===== src/rtl/pwm_mixer_pkg.sv =====
// rtl/pwm_mixer_pkg.sv - shared types, widths and the voice scaling helper for pwm_mixer
package pwm_mixer_pkg;

  typedef enum logic [1:0] {
    IDLE    = 2'd0,
    ATTACK  = 2'd1,
    SUSTAIN = 2'd2,
    RELEASE = 2'd3
  } env_state_t;

  localparam logic [3:0] VOL_MAX     = 4'd15;
  localparam int         PWM_BITS    = 9;
  localparam int         SAMPLE_BITS = 7;

  // 7x4 product keeps its top 7 bits, so a full-scale voice contributes at most 119
  function automatic logic [PWM_BITS-1:0] voice_term(input logic [SAMPLE_BITS-1:0] s,
                                                     input logic [3:0]             v);
    logic [SAMPLE_BITS+3:0] prod;
    prod = {4'b0000, s} * {{SAMPLE_BITS{1'b0}}, v};
    return {2'b00, prod[SAMPLE_BITS+3:4]};
  endfunction

endpackage


===== src/rtl/pwm_mixer_voice_env.sv =====
// rtl/pwm_mixer_voice_env.sv - gated attack/sustain/release volume envelope for one voice
module voice_env
  import pwm_mixer_pkg::*;
(
  input  logic       clk,
  input  logic       rst_n,
  input  logic       gate,
  input  logic       tick,
  output logic [3:0] vol,
  output logic       active
);

  env_state_t r_state;
  env_state_t w_state_nxt;
  logic [3:0] r_vol;
  logic [3:0] w_vol_nxt;
  logic       r_gate_q;
  logic       w_rise;
  logic       w_fall;

  assign w_rise = gate & ~r_gate_q;
  assign w_fall = ~gate & r_gate_q;

  always_ff @(posedge clk or negedge rst_n) begin
    if (!rst_n) begin
      r_state  <= IDLE;
      r_vol    <= 4'd0;
      r_gate_q <= 1'b0;
    end else begin
      r_state  <= w_state_nxt;
      r_vol    <= w_vol_nxt;
      r_gate_q <= gate;
    end
  end

  // Gate edges win over a coincident tick: the state changes and the volume holds for that cycle
  always_comb begin
    w_state_nxt = r_state;
    w_vol_nxt   = r_vol;
    case (r_state)
      IDLE: begin
        if (w_rise) w_state_nxt = ATTACK;
      end
      ATTACK: begin
        if (w_fall) begin
          w_state_nxt = RELEASE;
        end else if (r_vol == VOL_MAX) begin
          w_state_nxt = SUSTAIN;
        end else if (tick) begin
          w_vol_nxt = r_vol + 4'd1;
          if (r_vol == VOL_MAX - 4'd1) w_state_nxt = SUSTAIN;
        end
      end
      SUSTAIN: begin
        w_vol_nxt = VOL_MAX;
        if (w_fall) w_state_nxt = RELEASE;
      end
      RELEASE: begin
        if (w_rise) begin
          w_state_nxt = ATTACK;
        end else if (r_vol == 4'd0) begin
          w_state_nxt = IDLE;
        end else if (tick) begin
          w_vol_nxt = r_vol - 4'd1;
          if (r_vol == 4'd1) w_state_nxt = IDLE;
        end
      end
      default: begin
        w_state_nxt = IDLE;
        w_vol_nxt   = 4'd0;
      end
    endcase
  end

  assign vol    = r_vol;
  assign active = (r_state != IDLE);

endmodule


===== src/rtl/pwm_mixer.sv =====
// rtl/pwm_mixer.sv - four-voice enveloped mixer with one shared multiplier driving a 9-bit PWM pin
module pwm_mixer
  import pwm_mixer_pkg::*;
#(
  parameter int ENV_TICK_BITS = 14
) (
  input  logic                   clk,
  input  logic                   rst_n,
  input  logic [SAMPLE_BITS-1:0] sample1,
  input  logic [SAMPLE_BITS-1:0] sample2,
  input  logic [SAMPLE_BITS-1:0] sample3,
  input  logic [SAMPLE_BITS-1:0] sample4,
  input  logic [3:0]             gate,
  output logic                   pwm_out,
  output logic [PWM_BITS-1:0]    level,
  output logic [3:0]             env_active
);

  logic [ENV_TICK_BITS-1:0] r_tick_cnt;
  logic                     w_tick;
  logic [PWM_BITS-1:0]      r_cnt;
  logic [PWM_BITS-1:0]      r_acc;
  logic [PWM_BITS-1:0]      r_mix_next;
  logic [PWM_BITS-1:0]      r_level;
  logic                     r_pwm;
  logic [3:0][3:0]          w_vol;
  logic [3:0]               w_active;
  logic [SAMPLE_BITS-1:0]   w_sel_sample;
  logic [3:0]               w_sel_vol;
  logic [PWM_BITS-1:0]      w_term;

  assign w_tick = &r_tick_cnt;

  voice_env u_env0 (.clk(clk), .rst_n(rst_n), .gate(gate[0]), .tick(w_tick),
                    .vol(w_vol[0]), .active(w_active[0]));
  voice_env u_env1 (.clk(clk), .rst_n(rst_n), .gate(gate[1]), .tick(w_tick),
                    .vol(w_vol[1]), .active(w_active[1]));
  voice_env u_env2 (.clk(clk), .rst_n(rst_n), .gate(gate[2]), .tick(w_tick),
                    .vol(w_vol[2]), .active(w_active[2]));
  voice_env u_env3 (.clk(clk), .rst_n(rst_n), .gate(gate[3]), .tick(w_tick),
                    .vol(w_vol[3]), .active(w_active[3]));

  // The single multiplier visits voice 1..4 on cnt 0..3; cnt[1:0] selects the operands
  always_comb begin
    w_sel_sample = '0;
    w_sel_vol    = '0;
    case (r_cnt[1:0])
      2'd0: begin w_sel_sample = sample1; w_sel_vol = w_vol[0]; end
      2'd1: begin w_sel_sample = sample2; w_sel_vol = w_vol[1]; end
      2'd2: begin w_sel_sample = sample3; w_sel_vol = w_vol[2]; end
      default: begin w_sel_sample = sample4; w_sel_vol = w_vol[3]; end
    endcase
  end

  assign w_term = voice_term(w_sel_sample, w_sel_vol);

  always_ff @(posedge clk or negedge rst_n) begin
    if (!rst_n) begin
      r_tick_cnt <= '0;
      r_cnt      <= '0;
      r_acc      <= '0;
      r_mix_next <= '0;
      r_level    <= '0;
      r_pwm      <= 1'b0;
    end else begin
      r_tick_cnt <= r_tick_cnt + {{(ENV_TICK_BITS-1){1'b0}}, 1'b1};
      r_cnt      <= r_cnt + 9'd1;
      if (r_cnt == 9'd0) begin
        r_acc <= w_term;
      end else if (r_cnt <= 9'd3) begin
        r_acc <= r_acc + w_term;
      end
      if (r_cnt == 9'd4) r_mix_next <= r_acc;
      // Duty only changes across the period boundary so no period sees two levels
      if (r_cnt == 9'd511) r_level <= r_mix_next;
      r_pwm <= (r_cnt < r_level);
    end
  end

  assign pwm_out    = r_pwm;
  assign level      = r_level;
  assign env_active = w_active;

endmodule

===== config.mk =====
export PLATFORM = sky130hd
export DESIGN_NAME = pwm_mixer
export DESIGN_NICKNAME = d
export VERILOG_FILES = /design/src/rtl/pwm_mixer_pkg.sv /design/src/rtl/pwm_mixer_voice_env.sv /design/src/rtl/pwm_mixer.sv
export SDC_FILE = /design/constraint.sdc
export NUM_CORES = 1
export LEC_CHECK = 0
export CORE_ASPECT_RATIO = 2
export CORE_UTILIZATION = 25
export DETAILED_ROUTE_END_ITERATION = 10
export PLACE_DENSITY = 0.42
export SETUP_SLACK_MARGIN = 0.15
export SYNTH_ARGS = -nofsm -noshare
export SYNTH_HDL_FRONTEND = slang
export SYNTH_HIERARCHICAL = 1
export SYNTH_SLANG_ARGS = --single-unit

===== constraint.sdc =====
create_clock -name clk -period 6.05 [get_ports clk]
set_input_delay 1.21 -clock clk [delete_from_list [all_inputs] [get_ports clk]]
set_output_delay 1.21 -clock clk [all_outputs]
set_load 0.01 [all_outputs]

==> results.py <==
metrics = {
    "global_route": {
        "grt_antenna_before_repair": 0,
        "grt_pass1_vias": 4949,
        "grt_max_degree": 67,
        "track_usage_pct": 12.8,
        "grt_remaining_overflow": 0,
        "grt_first_pass_wirelength_um": 23600,
    },
    "setup_path": {
        "critPathArrivalTime_ns": 5.94,
        "worstSetupEndpointType": "flip-flop",
        "crit_chain": "clkdlybuf4s50_1 > a222oi_1 > nand2_1 > o21ai_2 > nor2_1 > fa_1 > inv_1 > fa_1 > inv_1 > ha_1 > nand3_1 > o31a_1 > nor2b_1 > nor2_1 > xnor2_1 > ha_1 > nor2b_2 > o21ai_2 > a21boi_1 > o21a_1 > o21ai_2 > nand3b_1 > a2bb2oi_2",
        "cp_max_fo": 3,
        "worst_setup_path_start_kind": "input pin",
        "crit_top_cell": "o21ai_2",
        "critPathKind": "input pin to flip-flop",
        "max_stage_delay_ns": 0.54,
        "slowest_stage": "fa_1",
        "crit_family": "adder cells",
        "worst-path-buf-inv": 3,
        "cp.required_ns": 6.32,
    },
    "yosys": {
        "synth_top_family_by_area": "adder cells",
        "netlist_area_sq_mm": 0.00586,
        "ys.flop_type": "dfrtp_1",
        "synth_fp_nets": 726,
        "synth-xor-area-share_pct": 5.06,
        "synthMuxAreaShare_pct": 5.58,
        "syn_avg_cell_area_sq_um": 9.54,
        "synth_common_cells": "dfrtp_1 (79), ha_1 (68), inv_1 (60), nand2_1 (42), nor2_1 (34)",
        "yosys.area_share.simple_pct": 15.5,
        "synth.most_common_cell": "dfrtp_1",
        "synth_cell_type_count": 54,
        "syn_inst": 614,
        "synth-compound-area-share_pct": 17.0,
        "ys_top_cells_by_area": "dfrtp_1 (34%), ha_1 (15%), inv_1 (3.8%)",
        "yosys.area.top_type": "dfrtp_1",
        "yosys.area.top_type_share_pct": 33.8,
        "seq_area_frac_synth_pct": 33.8,
        "ys_ff_latch": 79,
        "synth-edff-count": 0,
        "synth_fa_ha_area_share_pct": 17.9,
        "yosys_warnings": 6,
        "synthArstFlopShare_pct": 100,
    },
    "route": {
        "via_count": 4717,
        "drc": 0,
        "drt_wl_total_um": 14200,
        "routedWlPerCell_um": 14.7,
        "drt_iter0_markers": 113,
        "ant_nets": 0,
        "vias_per_cell": 4.91,
        "dr.pass1.iters": 5,
    },
    "floorplan": {
        "die_area_sq_mm": 0.0241,
        "ios": 48,
        "rows": 78,
        "dieWidth_um": 110,
        "coreArea_sq_mm": 0.0228,
        "initial_core_util_pct": 25.6,
        "die_height_um": 218,
    },
    "placement": {
        "place_hpwl_um": 11300,
        "place_area_sq_mm": 0.00672,
        "dpl_worst_slack_ns": -0.0110,
        "port_buffers": 47,
        "gp_congestion": 0.827,
    },
    "cts": {
        "cts_root_buffer": "clkbuf_16",
        "clkLatencyLatePin_ns": 0.36,
        "cts.sinks": 79,
        "htree_num_levels": 3,
        "clockBufferDepth": 2,
        "clk_pin_slew_ns": 0.06,
        "cts_tree": "yes",
        "cts_inserted_buffers": 9,
        "cts_hold_buf": 0,
    },
    "sta": {
        "period_needed_ns": 5.66,
        "rsz0062_at_grt": "yes",
        "setup_violations": 0,
        "fin_crit_sh_pct": 93.6,
        "finalHoldViolCount": 0,
        "slew_headroom_pct": 43.5,
        "timing.fmax_mhz": 177,
        "layout_setup_ws_ns": 0.388,
        "holdWs_ns": 0.464,
        "worst_pin_slew_ns": 0.847,
        "drv_slew": 0,
        "fin_skew_ns": 0.0135,
    },
    "cells_and_area": {
        "final_nets": 789,
        "utilization_pct": 31.2,
        "syn_to_final_growth_pct": 21.6,
        "antennaDiodeCount": 0,
        "drive_above_1_share_pct": 10.4,
        "design_area_sq_mm": 0.00712,
    },
    "power_and_ir_drop": {
        "peakVddDrop_v": 0.000194,
        "leakagePower_nw": 3.20,
        "power_density_mw_per_mm2": 526,
    },
    "flow_run": {
        "drv_cap": 0,
    },
    "status": {
        "status": "finished, final reports clean",
    },
    "worst_hold_path": {
        "min_path_type": "flip-flop to flip-flop",
    },
}
-- area by class of cell --
| cell class | instances | area [sq um] |
|---|---|---|
| clock buffer | 9 | 225 |
| clock inverter | 6 | 68.8 |
| fill | 2484 | 15700 |
| inverter | 61 | 229 |
| multi-input combinational | 459 | 3650 |
| sequential | 79 | 1980 |
| tap | 280 | 350 |
| timing repair buffer | 67 | 622 |
-- final timing paths --
path | start | to | slack, ns | depth (start not counted)
max | sample3[1] | r_acc[6] | 0.39 | 23
min | r_tick_cnt[5] | r_tick_cnt[5] | 0.46 | 1
max reg2reg | r_cnt[0] | r_acc[6] | 0.54 | 24
min reg2reg | r_tick_cnt[5] | r_tick_cnt[5] | 0.46 | 1
max in group asynchronous | rst_n | r_acc[5] | 4.22 | 2
min in group asynchronous | rst_n | u_env0/r_gate_q | 0.71 | 1
-- registers in the layout (all words and copies together) (netlist names), 2 cells and up --
signal	count
u_env2/r_state	2
r_acc	9
level	9
r_cnt	9
r_tick_cnt	14
u_env0/vol	4
u_env3/r_state	2
u_env1/r_state	2
u_env1/vol	4
u_env3/vol	4
r_mix_next	9
u_env2/vol	4
u_env0/r_state	2
-- routing by layer --
metal	track usage (%)	routed length, um
met1	12.6	5400
met2	25.4	8100
met4	4.78	242
met3	2.30	423
met5	0	0
-- repair_timing --
item	4_1_cts	5_1_grt
buffers inserted	0	5
endpoints found under the hold margin	0	0
gates resized for setup	0	17
endpoints found under the setup margin	0	6
-- through the flow --
step | total power, mW | setup TNS, ns | instances
2_1_floorplan | 2.43 | 0 | 614
3_3_place_gp | 3.00 | 0 | 941
3_5_place_dp | 3.04 | -0.0188 | 941
4_1_cts | 3.62 | 0 | 956
5_1_grt | 4.10 | 0 | 961
6_report | 3.75 | 0 | 961
-- placed cells by master, fill, tap and decap left out, types with 7 or more instances in the layout --
master	Yosys	final
a21oi_1	21	17
o21ai_2	0	7
nor3_1	11	11
nor2_1	34	34
nand3_1	13	13
nor2b_1	12	11
fa_1	10	10
inv_1	60	60
a222oi_1	11	11
xor2_1	9	7
mux2_2	7	7
o21ai_1	24	18
nor3b_1	8	8
nand2_1	42	42
buf_4	2	20
a31oi_1	19	19
xnor2_1	23	23
and3_1	14	14
ha_1	68	68
and2_1	7	7
a21o_1	8	8
nand2b_1	11	11
clkdlybuf4s50_1	0	46
o21ai_0	17	16
mux2i_1	18	18
clkbuf_16	0	9
dfrtp_1	79	79
-- logic make-up (layout without fill, tap and decap cells) --
kind of cell               Yosys count  count (layout)
and+or+nand+nor                    175             175
adders and majority gates           78              78
buffers and inverters               76             143
muxes                               31              31
xor gates and xnor gates            33              33
AOI/OAI and AO/OA                  142             142
DFF                                 79              79
-- power by group --
group	total [mW]	leakage (nW)	internal, mW	switching, mW
combinational	2.35	2.07	1.12	1.22
sequential	0.837	0.987	0.656	0.181
clock	0.562	0.142	0.320	0.242
total	3.75	3.20	2.10	1.65
No activity file was read; power rests on OpenSTA's default activity.
